--- src/rtl/muldiv_sequencer_if.sv ---
// Issue/read bundle between the R-type decode path and the HI/LO multiply/divide sequencer.
// The master side is the pipeline and the slave side is the sequencer.
interface muldiv_sequencer_if #(
  parameter int XLEN = 32
);
  logic            start;
  logic [5:0]      func_code;
  logic [XLEN-1:0] rs_data;
  logic [XLEN-1:0] rt_data;
  logic            mfhi_en;
  logic            mflo_en;
  logic            busy;
  logic            stall;
  logic            done;
  logic            div_by_zero;
  logic [XLEN-1:0] hi;
  logic [XLEN-1:0] lo;
  logic [XLEN-1:0] rd_data;

  modport master (
    output start, func_code, rs_data, rt_data, mfhi_en, mflo_en,
    input  busy, stall, done, div_by_zero, hi, lo, rd_data
  );

  modport slave (
    input  start, func_code, rs_data, rt_data, mfhi_en, mflo_en,
    output busy, stall, done, div_by_zero, hi, lo, rd_data
  );
endinterface

--- src/rtl/muldiv_sequencer.sv ---
// HI/LO multiply/divide sequencer: fixed 34-cycle shift-add multiply or restoring divide.
// It owns HI/LO, serves mfhi/mflo reads and stalls the pipeline on collisions.
module muldiv_sequencer #(
  parameter int XLEN = 32
) (
  input  logic                clk,
  input  logic                rst_n,
  muldiv_sequencer_if.slave   bus
);

  typedef enum logic [1:0] {
    ST_IDLE = 2'd0,
    ST_PREP = 2'd1,
    ST_RUN  = 2'd2,
    ST_FIX  = 2'd3
  } state_t;

  localparam logic [XLEN-1:0]   ONE_W   = {{(XLEN-1){1'b0}}, 1'b1};
  localparam logic [2*XLEN-1:0] ONE_2W  = {{(2*XLEN-1){1'b0}}, 1'b1};
  localparam logic [XLEN-1:0]   ZERO_W  = {XLEN{1'b0}};
  localparam logic [XLEN-1:0]   ONES_W  = {XLEN{1'b1}};

  function automatic logic [XLEN-1:0] abs_val(input logic [XLEN-1:0] v, input logic sgn);
    return (sgn && v[XLEN-1]) ? (~v + ONE_W) : v;
  endfunction

  state_t            state_r;
  state_t            state_s;
  logic [4:0]        step_r;
  logic              is_div_r;
  logic              is_signed_r;
  logic [XLEN-1:0]   rs_r;
  logic [XLEN-1:0]   rt_r;
  logic [XLEN-1:0]   mag_a_r;
  logic [XLEN-1:0]   mag_b_r;
  logic [XLEN-1:0]   acc_hi_r;
  logic [XLEN-1:0]   acc_lo_r;
  logic [XLEN-1:0]   hi_r;
  logic [XLEN-1:0]   lo_r;
  logic              neg_res_r;
  logic              neg_rem_r;
  logic              dz_r;
  logic              done_r;
  logic              dz_out_r;
  logic              busy_r;

  logic              accept_s;
  logic [XLEN:0]     mul_sum_s;
  logic [XLEN:0]     div_shift_s;
  logic [XLEN:0]     div_diff_s;
  logic              div_ge_s;
  logic [2*XLEN-1:0] prod_fix_s;
  logic [XLEN-1:0]   quo_fix_s;
  logic [XLEN-1:0]   rem_fix_s;

  assign accept_s = (state_r == ST_IDLE) && bus.start && (bus.func_code[5:2] == 4'b0110);

  // Next-state logic for the IDLE -> PREP -> RUN -> FIX sequence
  always_comb begin
    state_s = state_r;
    case (state_r)
      ST_IDLE: begin
        if (accept_s) state_s = ST_PREP;
        else          state_s = ST_IDLE;
      end
      ST_PREP: state_s = ST_RUN;
      ST_RUN: begin
        if (step_r == 5'd31) state_s = ST_FIX;
        else                 state_s = ST_RUN;
      end
      ST_FIX:  state_s = ST_IDLE;
      default: state_s = ST_IDLE;
    endcase
  end

  // State register and registered busy flag
  always_ff @(posedge clk or negedge rst_n) begin
    if (!rst_n) begin
      state_r <= ST_IDLE;
      busy_r  <= 1'b0;
    end else begin
      state_r <= state_s;
      busy_r  <= (state_s != ST_IDLE);
    end
  end

  // One iteration of shift-add multiply / restoring divide, plus sign correction
  always_comb begin
    mul_sum_s   = {1'b0, acc_hi_r} + (acc_lo_r[0] ? {1'b0, mag_a_r} : {(XLEN+1){1'b0}});
    div_shift_s = {acc_hi_r, acc_lo_r[XLEN-1]};
    div_diff_s  = div_shift_s - {1'b0, mag_b_r};
    // Borrow out of the 33-bit subtract means the shifted remainder was below the divisor
    div_ge_s    = ~div_diff_s[XLEN];
    if (neg_res_r) begin
      prod_fix_s = ~{acc_hi_r, acc_lo_r} + ONE_2W;
      quo_fix_s  = ~acc_lo_r + ONE_W;
    end else begin
      prod_fix_s = {acc_hi_r, acc_lo_r};
      quo_fix_s  = acc_lo_r;
    end
    if (neg_rem_r) rem_fix_s = ~acc_hi_r + ONE_W;
    else           rem_fix_s = acc_hi_r;
  end

  // Operand capture, iteration datapath and HI/LO write-back
  always_ff @(posedge clk or negedge rst_n) begin
    if (!rst_n) begin
      step_r      <= 5'd0;
      is_div_r    <= 1'b0;
      is_signed_r <= 1'b0;
      rs_r        <= ZERO_W;
      rt_r        <= ZERO_W;
      mag_a_r     <= ZERO_W;
      mag_b_r     <= ZERO_W;
      acc_hi_r    <= ZERO_W;
      acc_lo_r    <= ZERO_W;
      hi_r        <= ZERO_W;
      lo_r        <= ZERO_W;
      neg_res_r   <= 1'b0;
      neg_rem_r   <= 1'b0;
      dz_r        <= 1'b0;
      done_r      <= 1'b0;
      dz_out_r    <= 1'b0;
    end else begin
      done_r   <= (state_r == ST_FIX);
      dz_out_r <= (state_r == ST_FIX) && dz_r;
      case (state_r)
        ST_IDLE: begin
          if (accept_s) begin
            rs_r        <= bus.rs_data;
            rt_r        <= bus.rt_data;
            is_div_r    <= bus.func_code[1];
            is_signed_r <= ~bus.func_code[0];
          end
        end
        ST_PREP: begin
          mag_a_r   <= abs_val(rs_r, is_signed_r);
          mag_b_r   <= abs_val(rt_r, is_signed_r);
          neg_res_r <= is_signed_r && (rs_r[XLEN-1] ^ rt_r[XLEN-1]);
          neg_rem_r <= is_signed_r && rs_r[XLEN-1];
          dz_r      <= is_div_r && (rt_r == ZERO_W);
          acc_hi_r  <= ZERO_W;
          acc_lo_r  <= is_div_r ? abs_val(rs_r, is_signed_r) : abs_val(rt_r, is_signed_r);
          step_r    <= 5'd0;
        end
        ST_RUN: begin
          step_r <= step_r + 5'd1;
          if (is_div_r) begin
            acc_hi_r <= div_ge_s ? div_diff_s[XLEN-1:0] : div_shift_s[XLEN-1:0];
            acc_lo_r <= {acc_lo_r[XLEN-2:0], div_ge_s};
          end else begin
            {acc_hi_r, acc_lo_r} <= {mul_sum_s, acc_lo_r[XLEN-1:1]};
          end
        end
        ST_FIX: begin
          if (dz_r) begin
            hi_r <= rs_r;
            lo_r <= ONES_W;
          end else if (is_div_r) begin
            hi_r <= rem_fix_s;
            lo_r <= quo_fix_s;
          end else begin
            hi_r <= prod_fix_s[2*XLEN-1:XLEN];
            lo_r <= prod_fix_s[XLEN-1:0];
          end
        end
        default: begin
          step_r <= 5'd0;
        end
      endcase
    end
  end

  assign bus.busy        = busy_r;
  assign bus.stall       = busy_r && (bus.mfhi_en || bus.mflo_en || bus.start);
  assign bus.done        = done_r;
  assign bus.div_by_zero = dz_out_r;
  assign bus.hi          = hi_r;
  assign bus.lo          = lo_r;
  assign bus.rd_data     = bus.mfhi_en ? hi_r : lo_r;

endmodule

--- src/flat_wrapper.sv ---
// flat-port wrapper written by rule: the top's interface ports become plain ports
module muldiv_sequencer_flat 
#(
  parameter int XLEN = 32
)
  (clk, rst_n, bus_start, bus_func_code, bus_rs_data, bus_rt_data, bus_mfhi_en, bus_mflo_en, bus_busy, bus_stall, bus_done, bus_div_by_zero, bus_hi, bus_lo, bus_rd_data);
  muldiv_sequencer_if #(.XLEN(XLEN)) bus_i ();
  input  logic clk;
  input  logic rst_n;
  input wire logic [$bits(bus_i.start)-1:0] bus_start;
  input wire logic [$bits(bus_i.func_code)-1:0] bus_func_code;
  input wire logic [$bits(bus_i.rs_data)-1:0] bus_rs_data;
  input wire logic [$bits(bus_i.rt_data)-1:0] bus_rt_data;
  input wire logic [$bits(bus_i.mfhi_en)-1:0] bus_mfhi_en;
  input wire logic [$bits(bus_i.mflo_en)-1:0] bus_mflo_en;
  output wire logic [$bits(bus_i.busy)-1:0] bus_busy;
  output wire logic [$bits(bus_i.stall)-1:0] bus_stall;
  output wire logic [$bits(bus_i.done)-1:0] bus_done;
  output wire logic [$bits(bus_i.div_by_zero)-1:0] bus_div_by_zero;
  output wire logic [$bits(bus_i.hi)-1:0] bus_hi;
  output wire logic [$bits(bus_i.lo)-1:0] bus_lo;
  output wire logic [$bits(bus_i.rd_data)-1:0] bus_rd_data;
  assign bus_i.start = bus_start;
  assign bus_i.func_code = bus_func_code;
  assign bus_i.rs_data = bus_rs_data;
  assign bus_i.rt_data = bus_rt_data;
  assign bus_i.mfhi_en = bus_mfhi_en;
  assign bus_i.mflo_en = bus_mflo_en;
  assign bus_busy = bus_i.busy;
  assign bus_stall = bus_i.stall;
  assign bus_done = bus_i.done;
  assign bus_div_by_zero = bus_i.div_by_zero;
  assign bus_hi = bus_i.hi;
  assign bus_lo = bus_i.lo;
  assign bus_rd_data = bus_i.rd_data;
  muldiv_sequencer #(.XLEN(XLEN)) u_core (.clk(clk), .rst_n(rst_n), .bus(bus_i));
endmodule
--- config.mk ---
export PLATFORM = sky130hd
export DESIGN_NAME = muldiv_sequencer_flat
export DESIGN_NICKNAME = d
export VERILOG_FILES = /design/src/rtl/muldiv_sequencer_if.sv /design/src/rtl/muldiv_sequencer.sv /design/src/flat_wrapper.sv
export SDC_FILE = /design/constraint.sdc
export NUM_CORES = 1
export LEC_CHECK = 0
export ABC_AREA = 1
export BUFFER_PORTS_ARGS = -buffer_cell sky130_fd_sc_hd__buf_2
export CAP_MARGIN = 20
export CORE_MARGIN = 2
export CORE_UTILIZATION = 40
export DETAILED_ROUTE_END_ITERATION = 6
export HOLD_SLACK_MARGIN = 0.08
export SYNTH_ARGS = -nofsm -noshare
export SYNTH_HDL_FRONTEND = slang
export SYNTH_SLANG_ARGS = --single-unit
--- constraint.sdc ---
create_clock -name clk -period 5.6 [get_ports clk]
set_clock_uncertainty 0.05 [all_clocks]
set_input_delay 1.12 -clock clk [delete_from_list [all_inputs] [get_ports clk]]
set_output_delay 1.12 -clock clk [all_outputs]
set_load 0.005 [all_outputs]
# Word level (Yosys, flattened, before mapping)
# Index checks and enable logic that the tools add are counted.
[totals] elab_cells=75 reg_bits=271
[classes] reduce_logical=15 n_eq_ne=5 n_addsub=8 muxes=21 bitwise=8
[ops] operator="$mux 32" count=14
[ops] operator="$add 32x1->32 const B" count=4
[ops] operator="$not 32->32" count=4
[ops] operator="$pmux 32 s2" count=2
[ops] operator="$add 64x1->64 const B" count=1
[ops] operator="$mux 64" count=1
[ops] operator="$not 64->64" count=1
[ops] operator="$add 32x33->33" count=1
[ops] operator="$sub 33x32->33" count=1
[ops] operator="$logic_not 32->1" count=1
[ops] operator="$pmux 5 s2" count=1
[ops] operator="$logic_and 1x1->1" count=8
[ops] operator="$pmux 2 s4" count=1
[ops] operator="$add 5x1->5 const B" count=1
[ops] operator="$eq 5x5->1 const B" count=1
[ops] operator="$eq 2x2->1 const B" count=2
[ops] operator="$eq 4x3->1 const B" count=1
[ops] operator="$reduce_bool 2->1" count=2
[ops] operator="$eq 2x1->1 const B" count=1
[ops] operator="$logic_not 2->1" count=1
[ops] operator="$logic_or 1x1->1" count=2
[ops] operator="$mux 1" count=2
[ops] operator="$not 1->1" count=2
[ops] operator="$reduce_and 2->1" count=1
[ops] operator="$xor 1x1->1" count=1

# Longest topological paths before layout
# Gate-level depths: netlist (run 1).
[depth] ltp_word=6 ltp_mapped=22

# Least setup slack after synthesis (run 1)
# Ideal clock, no wire load.
[synth_path] path_kind="input port to output port" start="input port bus_mfhi_en" end="output port bus_rd_data[10]" t_arrival_ns=1.642 n_path_buf=1 t_required_ns=4.430 path_stages=4 setup_slack_ns=2.788 path_cell_list="inv_1 -> clkbuf_1 -> nand2_1 -> o21ai_0"
[synth_via] elab_chain_len=1
[synth_lines] element="from (decl)" line="flat_wrapper.sv:14" rtl="input wire logic [$bits(bus_i.mfhi_en)-1:0] bus_mfhi_en;"
[synth_lines] element="$mux 32" line="muldiv_sequencer.sv:180" rtl="assign bus.rd_data = bus.mfhi_en ? hi_r : lo_r;"
[synth_lines] element="to (decl)" line="flat_wrapper.sv:22" rtl="output wire logic [$bits(bus_i.rd_data)-1:0] bus_rd_data;"
# No other way between the ends.

# Worst setup path in the final report (run 1)
[layout_path] start="input port bus_mfhi_en" end="output port bus_rd_data[11]"
# The elaborated chain is that of the path after synthesis.

==> out/metrics.csv, run 1 <==
metric;value;unit
status;finished clean;
Post-Synthesis Cell Area;0.0223;mm2
ANT cells;0;
pwr/cell area;351;mW/mm2
Die Y;240;um
number of synthesized flops with an enable pin;0;
Worst Max-Slew Pin Slew;993;ps
Crit. End Element;primary output;
ys flop type;dfrtp_1;
CTS Buf Count;34;
Mean Syn Cell Area;6.22;um2
final worst setup slack;1860;ps
final hold vios;0;
RSZ-0062 raised after global routing;no;
cts repair resizes;0;
drt pass-1 iters;6;
Post-CTS Setup Inserts;0;
drt drc;0;
Die Wd;240;um
starting density of the core;0.404;
initial antenna violation count;0;
Core Box Area;0.0551;mm2
DIE AREA;0.0576;mm2
Max-Slew Margin vs Limit;0.337;
drt wl/cell;20.2;um
final critical-path share of the clock period;0.669;
P&R area growth vs syn;11.9;%
worst min-delay path category;reg2reg;
Critical Path Start Type;input pin;
Critical Path Max Stage Delay;520;ps
Cell variety after synth;54;
DP Area;0.0237;mm2
hold-fix buffers at CTS;0;
worst path bufs/invs;3;
worst endpoint required time;4430;ps
Clock power frac;0.260;
Arr. time, crit path;2570;ps
post-route ant nets;0;
Root Buffer;clkbuf_16;
GP Congestion;0.985;
first-pass GRT wire length;132;mm
Yosys warnings;0;
post-DR vias/cell;5.34;
Post-Layout Cell Count;4461;
# clock sinks;271;
total of max-cap violations;0;
cell mode on critical path;buf_2;
leak pwr;13.6;nW
clock-pin slew on the worst setup and hold paths;50;ps
FMAX;267;MHz
register bit count reported by yosys;271;
Worst Path Class, Setup;in2out;
share of cells above drive strength 1;0.0978;
number of global-route vias before repair;20900;
H-tree levels;2;
CP delay by family, top;buffers and inverters;
placed insts;4400;
most common cell after layout, fill and taps aside;nand2_1;
Post-Syn Instances;3582;
CP max stage cell;buf_2;
post-place setup slack;1930;ps
global-route usage over all layers;0.307;
crit path cell chain;buf_2 -> inv_1 -> o21ai_0 -> buf_2;
most frequent cells in the layout;1,114 x nand2_1, 514 x inv_1, 388 x nor2_1;
internal power;4.71;mW
DP Wirelength;70.9;mm
Top Ports;175;
Worst Path Max Fanout;41;
later-pin clock latency in the skew report;560;ps
Finished Cell Area;0.0249;mm2
Rows;86;
Sw Ratio;0.462;
Setup TNS;0;ps
Final setup violation count;0;
async set-or-reset flop fraction in the synthesized netlist;1.00;
Nets;3841;
sequential fraction of design power;0.311;
CTS tree;built;
P_sw;4.04;mW
WL final;89.9;mm
vias post-DR;23800;
Min Clock Period, post-route;3740;ps
largest net degree at the start of global routing;96;
Syn Nets;3733;
Slew Viols, Final;0;
Comb pwr share;0.429;
Seq/Total Area, Yosys;0.305;
clock buffer depth;3;
total gr overflow;0;
Max rail drop VDD;0.256;mV
Detailed Route Iter0 Violations;2622;
Port Buffers;174;
worst paths after layout:
path,start,to,slack (ps),depth (start not counted)
worst max-delay path,bus_mfhi_en,bus_rd_data[11],1860,4
worst min-delay path,u_core.mag_a_r[4],u_core.mag_a_r[4],430,2
worst max register to register,u_core.acc_lo_r[31],u_core.acc_hi_r[20],2420,18
worst min register to register,u_core.mag_a_r[4],u_core.mag_a_r[4],430,2
max in group asynchronous,rst_n,u_core.is_div_r,3860,2
min in group asynchronous,rst_n,u_core.bus.hi[21],500,1
worst reg2reg max path, stage by stage (launching register included):
cell and delay [ps]:
dfrtp_1 600, inv_1 120, ha_1 250, fa_1 420, inv_1 160, nand3_2 80
nand2_2 150, nand2_2 80, nand2_4 100, nand2_4 60, nand2_4 70, nand2_4 60
nand2_2 70, nand2_2 60, nand2_4 420, nand2_2 70, nand3_1 130, nand2_1 80
nand2_1 60
cell type report:
class	count	area (um2)
Timing Repair Buffer	195	1100
Fill cell	6066	30200
Tap cell	748	936
Sequential cell	271	6790
Clock inverter	13	171
Inverter	531	1990
Clock buffer	46	957
Multi-Input combinational cell	2657	13000
metal layers:
metal	track usage	vias up	wire, um
met5	0	-	0
li1	-	11600	-
met3	0.0445	156	7620
met2	0.457	1057	38300
met4	0.0945	0	2990
met1	0.458	11000	41100
power by group through the flow:
stage	Sequential [mW]	Clock, mW	Combinational [mW]
2_1_floorplan	2.50	0	2.52
3_3_place_gp	2.76	0	3.60
3_5_place_dp	2.76	0	3.60
4_1_cts	2.73	2.31	3.62
5_1_grt	2.74	2.39	4.11
6_report	2.72	2.28	3.75
cells in the mapped netlist, types with 3 or more instances:
cell      number  area (um2)
nand3b_1       3        22.5
clkinv_1       3        11.3
o21a_1         3        22.5
o211ai_1      10        75.1
nand3_1      267        1340
buf_12         3        60.1
o32ai_1        3        26.3
nor2_1       389        1460
o21bai_1      25         188
mux2_2         5        56.3
nor3_1        39         195
buf_2         14        70.1
o21ai_1        5        25.0
buf_4          4        30.0
nand2_4        6        67.6
inv_2         13        48.8
nor2_2         6        37.5
and3_1         3        18.8
a21oi_2        5        43.8
nand4_1       40         250
a21oi_1      205        1030
nand2_2       38         238
ha_1          74         926
nand3_2       24         240
or2_2          8        50.1
a22oi_1       12        90.1
xnor2_1       15         131
o21ai_0      199         996
buf_1         13        48.8
o22ai_1       20         125
and2_1         7        43.8
nor4_1         5        31.3
a31oi_1       35         219
inv_1        515        1930
nand2_1     1114        4180
clkbuf_1      89         334
a32oi_1        6        52.6
dfrtp_1      271        6780
a21o_1         5        37.5
xor2_1        64         561
cells by family after synthesis:
group                      synth area share
buffers and inverters                 0.114
DFF                                   0.305
and+or+nand+nor                       0.369
muxes                               0.00253
xor gates and xnor gates             0.0311
AOI/OAI and AO/OA                     0.135
adders and majority gates            0.0434
state kept, by name (all words and copies together), names as in the netlist, 2 cells and up:
register         flops
u_core.bus.lo       32
u_core.acc_hi_r     32
u_core.step_r        5
u_core.rs_r         32
u_core.mag_b_r      32
u_core.rt_r         32
u_core.mag_a_r      32
u_core.state_r       2
u_core.acc_lo_r     32
u_core.bus.hi       32
stage by stage:
step | total power [mW] | hold WS, ps | util
2_1_floorplan | 5.02 | 399 | -
4_1_cts | 8.66 | 433 | 0.451
3_3_place_gp | 6.36 | 416 | 0.431
6_report | 8.75 | 434 | 0.452
3_5_place_dp | 6.36 | 419 | 0.431
5_1_grt | 9.24 | 454 | 0.452
(Power assumes the default switching activity.)
==> run 2, diff against run 1 <==
--- a/config.mk
+++ b/config.mk
@@ -5,7 +5,7 @@
 export SDC_FILE = /design/constraint.sdc
 export NUM_CORES = 1
 export LEC_CHECK = 0
-export ABC_AREA = 1
+export ABC_AREA = 0
 export BUFFER_PORTS_ARGS = -buffer_cell sky130_fd_sc_hd__buf_2
 export CAP_MARGIN = 20
 export CORE_MARGIN = 2
==> constraint.sdc (replaced) <==
create_clock -name clk -period 3.1 [get_ports clk]
set_clock_uncertainty 0.05 [all_clocks]
set_input_delay 0.62 -clock clk [delete_from_list [all_inputs] [get_ports clk]]
set_output_delay 0.62 -clock clk [all_outputs]
set_load 0.005 [all_outputs]
==> run 2 against run 1 <==
The run now ends with setup timing left. Combinational power rose to 4.2 times the previous value. Die area fell by 15%. Non-clock buffer count rose by 368. Worst hold slack got worse by 240 ps. Critical path depth rose by 10. Flip-flop and latch count did not move. Synthesized cell count fell by 41%. Synthesized area fell by 16%. First-iteration DRC count fell by 40%. Global-route usage fell by 2.3 points. Sequential share of layout area barely moved. Routed wire length fell by 21%.
==> out/metrics.csv, run 2 <==
metric;value;unit;change
Crit Reg-Reg Endpoint;u_core.acc_hi_r[30];;
total of max-cap violations;0;;unchanged
async set-or-reset flop fraction in the synthesized netlist;1.00;;unchanged
Root Buffer;clkbuf_16;;
Worst Hold End;u_core.is_signed_r;;
initial antenna violation count;0;;unchanged
Max rail drop VDD;0.653;mV;+160%
post-DR vias/cell;5.71;;+7.1%
RSZ-0062 raised after global routing;yes;;
Hold Startpoint;bus_func_code[0];;
status;finished with violations;;
Worst Path Max Fanout;6;;-85%
Cell variety after synth;86;;+59%
top cell type's share of synthesized area;0.361;;+0.0561
Crit. End Element;flop;;
DIE AREA;0.0488;mm2;-15%
failing checks;setup timing;;
fin util;0.538;;+0.0860
Rows;79;;-8.1%
DP Area;0.0229;mm2;-3.4%
CP delay by family, top;compound AO/OA/AOI/OAI gates;;
vias post-DR;18400;;-23%
clock buffer depth;3;;unchanged
leading post-synthesis cells by cell area;dfrtp_1 36%, mux2_2 7.6%, a21oi_1 5.9%;;
Die Y;221;um;-8.0%
most common cell after layout, fill and taps aside;buf_4;;
number of synthesized flops with an enable pin;0;;unchanged
Die Wd;221;um;-8.0%
number of global-route vias before repair;18000;;-14%
post-synth top area cell;dfrtp_1;;
worst path bufs/invs;3;;unchanged
post-route ant nets;0;;unchanged
Yosys warnings;0;;unchanged
pwr/cell area;1010;mW/mm2;+190%
drt pass-1 iters;5;;-1
register bit count reported by yosys;271;;unchanged
Detailed Route Iter0 Violations;1584;;-40%
Syn Nets;2254;;-40%
leak pwr;11.6;nW;-15%
Post-Layout Cell Count;3214;;-28%
Max-Slew Margin vs Limit;0.446;;+0.109
most frequent cells in the layout;363 x buf_4, 259 x dfrtp_1, 209 x a21oi_1;;
share of cells above drive strength 1;0.342;;+0.244
Nets;2731;;-29%
overall power;25.2;mW;+190%
Worst Path Class, Setup;reg2reg;;
Core Box Area;0.0465;mm2;-16%
clock-pin slew on the worst setup and hold paths;60;ps;about the same
Post-Syn Instances;2103;;-41%
first-pass GRT wire length;107;mm;-19%
final hold vios;0;;unchanged
largest net degree at the start of global routing;77;;-20%
cell with the most instances after synthesis;dfrtp_1;;
FMAX;288;MHz;
Final setup violation count;18;;+18
worst reg2reg startpoint;u_core.acc_lo_r[0];;
drt wl/cell;22.1;um;+9.6%
WL final;71.0;mm;-21%
global-route usage over all layers;0.284;;-0.0232
CTS tree;built;;
final worst setup slack;-367;ps;-2220 ps
Min Clock Period, post-route;3470;ps;
Reg2Reg Depth;14;;-4
Seq/Total Area, Yosys;0.361;;+0.0561
drt drc;0;;unchanged
worst min-delay path category;in2reg;;
final critical-path share of the clock period;1.12;;
Slew Viols, Final;0;;unchanged
placed insts;3121;;-29%
GP Congestion;0.943;;-4.2%
worst endpoint required time;3510;ps;-920 ps
ys flop type;dfrtp_1;;
Top Ports;175;;unchanged
Post-synth top cells;271 x dfrtp_1, 221 x a21oi_1, 181 x nor2_1;;
CTS Buf Count;35;;+2.9%
DP Wirelength;55.2;mm;-22%
CP max stage cell;dfrtp_2;;
Arr. time, crit path;3870;ps;+1300 ps
later-pin clock latency in the skew report;570;ps;about the same
P&R area growth vs syn;32.9;%;
Finished Cell Area;0.0250;mm2;+0.36%
crit path cell chain;buf_6 -> nand2_4 -> inv_4 -> ha_4 -> a211o_1 -> a2111oi_4 -> buf_4 -> o31ai_4 -> o41a_1 -> a221o_1 -> or2_1 -> xnor2_1 -> a22o_1 -> o32ai_2;;
Critical Path Start Type;flop;;
Port Buffers;174;;unchanged
r2r setup slk;-370;ps;-2790 ps
H-tree levels;2;;unchanged
Post-Synthesis Cell Area;0.0188;mm2;-16%
total gr overflow;0;;unchanged
starting density of the core;0.405;;+0.000629
# clock sinks;271;;unchanged
Worst Max-Slew Pin Slew;831;ps;-162 ps
ANT cells;0;;unchanged
Critical Path Max Stage Delay;460;ps;-60 ps
WHS Path Cells;2;;unchanged
post-place setup slack;-448;ps;-2370 ps
Mean Syn Cell Area;8.94;um2;+44%
## run 2: worst max path at each step
stage                             from             endpoint  depth (start not counted)  slack [ps]
floorplan           u_core.acc_lo_r[0]  u_core.acc_hi_r[30]                         14        -210
global placement    u_core.acc_lo_r[0]  u_core.acc_hi_r[30]                         13        -400
detailed placement  u_core.acc_lo_r[0]  u_core.acc_hi_r[28]                         14        -450
CTS                 u_core.acc_lo_r[0]  u_core.acc_hi_r[30]                         14        -360
global route        u_core.acc_lo_r[0]  u_core.acc_hi_r[30]                         12        -470
finish              u_core.acc_lo_r[0]  u_core.acc_hi_r[30]                         14        -370
## run 2: through the flow
stage	hold slack (ps)	setup TNS, ps
3_3_place_gp	409	-4230
3_5_place_dp	420	-5970
5_1_grt	210	-4830
2_1_floorplan	274	-426
6_report	199	-2490
4_1_cts	166	-1890
## run 2: power breakdown
group | leakage, nW | switching, mW | total (mW) | internal (mW)
registers | 3.52 | 0.850 | 5.06 | 4.21
logic | 7.48 | 8.32 | 15.8 | 7.53
clock network | 0.595 | 1.69 | 4.25 | 2.56
## run 2: layout make-up
class	count	area (um2)
well taps	607	759
flip-flops and latches	271	6800
multi-input cells	1618	11900
clock inverters	15	169
repair buffers	563	4050
fillers	4339	21500
inverters	91	348
clock buffers	49	1020
## run 2: cells by family after synthesis
logic type,synth area share
simple gates,0.158
mux,0.0987
fa+ha+maj,0.0514
flops,0.361
xor+xnor,0.0773
buf+inv,0.0488
compound gates,0.205
## run 2: repair_timing
item,in CTS,in global routing
setup endpoints to repair,44,58
cloned,0,1
pin swaps,18,44
hold endpoints to repair,63,0
setup buffers,8,20
hold buffers,1,0
resized for setup,50,94
## run 2: per-layer routing
layer,part of all wire,track usage,vias to the layer above
met5,0,0,-
met4,0.040,0.113,0
met3,0.066,0.0454,140
met2,0.46,0.453,646
met1,0.43,0.387,9036
li1,-,-,8546
==> run 3, diff against run 2 <==
--- a/config.mk
+++ b/config.mk
@@ -12,6 +12,7 @@
 export CORE_UTILIZATION = 40
 export DETAILED_ROUTE_END_ITERATION = 6
 export HOLD_SLACK_MARGIN = 0.08
+export PLACE_DENSITY_LB_ADDON = 0.12
 export SYNTH_ARGS = -nofsm -noshare
 export SYNTH_HDL_FRONTEND = slang
 export SYNTH_SLANG_ARGS = --single-unit
==> run 3 against run 2 <==
The flow still finishes with violations (setup timing). Via count shrank 1.1%. Register-to-register slack better by 140 ps. Sequential share of layout area down 0.27 points. Sequential power barely moved. Setup slack gained 140 ps. Combinational power up 8%. Fmax rose by 4.2%. Utilization up 0.52 points. Critical path type unchanged. Critical endpoint unchanged. Largest cell class unchanged.
==> out/metrics.csv, run 3 (same netlist as run 2, synthesis figures left out) <==
metric;value;unit;change
initial antenna violation count;2;;+2
most frequent cells in the layout;343 x buf_4, 260 x dfrtp_1, 210 x a21oi_1;;
H-tree levels;2;;unchanged
drt pass-1 iters;5;;unchanged
most common cell after layout, fill and taps aside;buf_4;;
# clock sinks;271;;unchanged
Core Box Area;0.0465;mm2;unchanged
worst min-delay path category;in2reg;;
Rows;79;;unchanged
Worst Max-Slew Pin Slew;786;ps;-44.9 ps
Top Ports;175;;unchanged
later-pin clock latency in the skew report;550;ps;-20 ps
Critical Path Start Type;flop;;
Min Clock Period, post-route;3330;ps;-138 ps
Slew Viols, Final;0;;unchanged
hold_ws;212;ps;+13.0 ps
Comb pwr share;0.650;;+0.020
Nets;2724;;-0.26%
WL final;71.8;mm;+1.0%
Die Y;221;um;unchanged
post-route ant nets;0;;unchanged
Worst Path Class, Setup;reg2reg;;
number of global-route vias before repair;18100;;+0.42%
Final setup violation count;15;;-3
clock-pin slew on the worst setup and hold paths;60;ps;about the same
ANT cells;0;;unchanged
GP Congestion;0.968;;+2.7%
starting density of the core;0.405;;unchanged
post-place setup slack;-407;ps;+41.1 ps
failing checks;setup timing;;
fin util;0.543;;+0.00520
Root Buffer;clkbuf_16;;
P&R area growth vs syn;34.2;%;
global-route usage over all layers;0.289;;+0.00513
vias post-DR;18200;;-1.1%
largest net degree at the start of global routing;78;;+1.3%
Setup TNS;-1310;ps;+1180 ps
Clock power frac;0.158;;-0.011
drt wl/cell;22.4;um;+1.5%
drt drc;0;;unchanged
RSZ-0062 raised after global routing;yes;;
internal power;15.1;mW;+5.8%
Worst Path Max Fanout;7;;+1
Die Wd;221;um;unchanged
Crit. End Element;flop;;
total of max-cap violations;0;;unchanged
DIE AREA;0.0488;mm2;unchanged
Arr. time, crit path;3730;ps;-140 ps
worst endpoint required time;3500;ps;about the same
status;finished with violations;;
CTS Buf Count;35;;unchanged
total gr overflow;0;;unchanged
Max-Slew Margin vs Limit;0.476;;+0.0299
Max rail drop VDD;0.954;mV;+46%
pwr/cell area;1040;mW/mm2;+3.8%
P_sw;11.2;mW;+3.4%
DP Wirelength;55.9;mm;+1.2%
FMAX;300;MHz;+4.2%
clock buffer depth;3;;unchanged
CTS tree;built;;
final hold vios;0;;unchanged
final critical-path share of the clock period;1.07;;-0.0446
leak pwr;11.6;nW;+0.11%
final worst setup slack;-228;ps;+138 ps
post-DR vias/cell;5.68;;-0.59%
Port Buffers;174;;unchanged
sequential fraction of design power;0.191;;-0.010
Sw Ratio;0.426;;-0.00563
overall power;26.4;mW;+4.8%
first-pass GRT wire length;109;mm;+2.0%
share of cells above drive strength 1;0.346;;+0.00391
Detailed Route Iter0 Violations;1497;;-5.5%
[run 3: cell count changes in the layout (fill, tap and decap cells not counted), moves of 5 or more]
cell and delta:
clkinv_2 -5, buf_12 +5, buf_6 +6, ha_1 -9, buf_4 -20, ha_4 +7
[run 3: layer usage]
layer,global-route usage,wire [um],vias to the layer above
li1,-,-,8541
met1,0.395,31400,8930
met2,0.476,33900,584
met3,0.0297,3700,120
met4,0.107,2720,0
met5,0,0,-
[run 3: area by class of cell]
class / instances / area, um2
timing repair buffer: 556 / 4100
tap: 607 / 759
fill: 4308 / 21200
clock inverter: 8 / 118
multi-input combinational: 1618 / 12100
sequential: 271 / 6800
inverter: 91 / 344
clock buffer: 48 / 1030
[run 3: power by group through the flow]
stage | combinational, mW | clock, mW | sequential, mW
6_report | 17.1 | 4.17 | 5.04
5_1_grt | 18.4 | 4.39 | 5.11
4_1_cts | 15.8 | 4.26 | 5.01
3_5_place_dp | 14.3 | 0 | 5.05
3_3_place_gp | 14.2 | 0 | 5.03
2_1_floorplan | 8.37 | 0 | 4.94
[run 3: path summary, 6_finish.rpt]
check                                      end               start  slack (ps)  cells after the start
min reg2reg                   u_core.step_r[3]    u_core.step_r[3]         440                      1
max reg2reg                u_core.acc_hi_r[30]  u_core.acc_lo_r[0]        -230                     12
min in group asynchronous   u_core.mag_b_r[24]               rst_n         570                      2
min                         u_core.is_signed_r    bus_func_code[0]         210                      2
max                        u_core.acc_hi_r[30]  u_core.acc_lo_r[0]        -230                     12
max in group asynchronous    u_core.bus.lo[26]               rst_n        1470                      3
[run 3: per-stage QoR]
step                      instance area, um2  cells
after floorplan                        19000   2103
after global routing                   25200   3199
after detailed placement               22800   3107
final                                  25200   3199
after CTS                              24600   3182
after global placement                 22800   3107
[run 3: timing repair]
item / CTS / global route
cloned: 1 / 0
gates resized for setup: 74 / 109
pin swaps: 38 / 65
hold buffers: 1 / 0
hold endpoints to repair: 20 / 0
endpoints found under the setup margin: 38 / 57
setup buffers: 19 / 19
[run 3: worst max-delay path: stages, from the launching register on]
cell,delay [ps]
dfrtp_2,470
and2_4,170
ha_4,210
o211a_4,260
a2111oi_4,330
buf_4,180
o31ai_4,70
o41a_1,420
a221o_1,300
or2_1,230
xnor2_1,130
a22o_1,220
o32ai_2,190
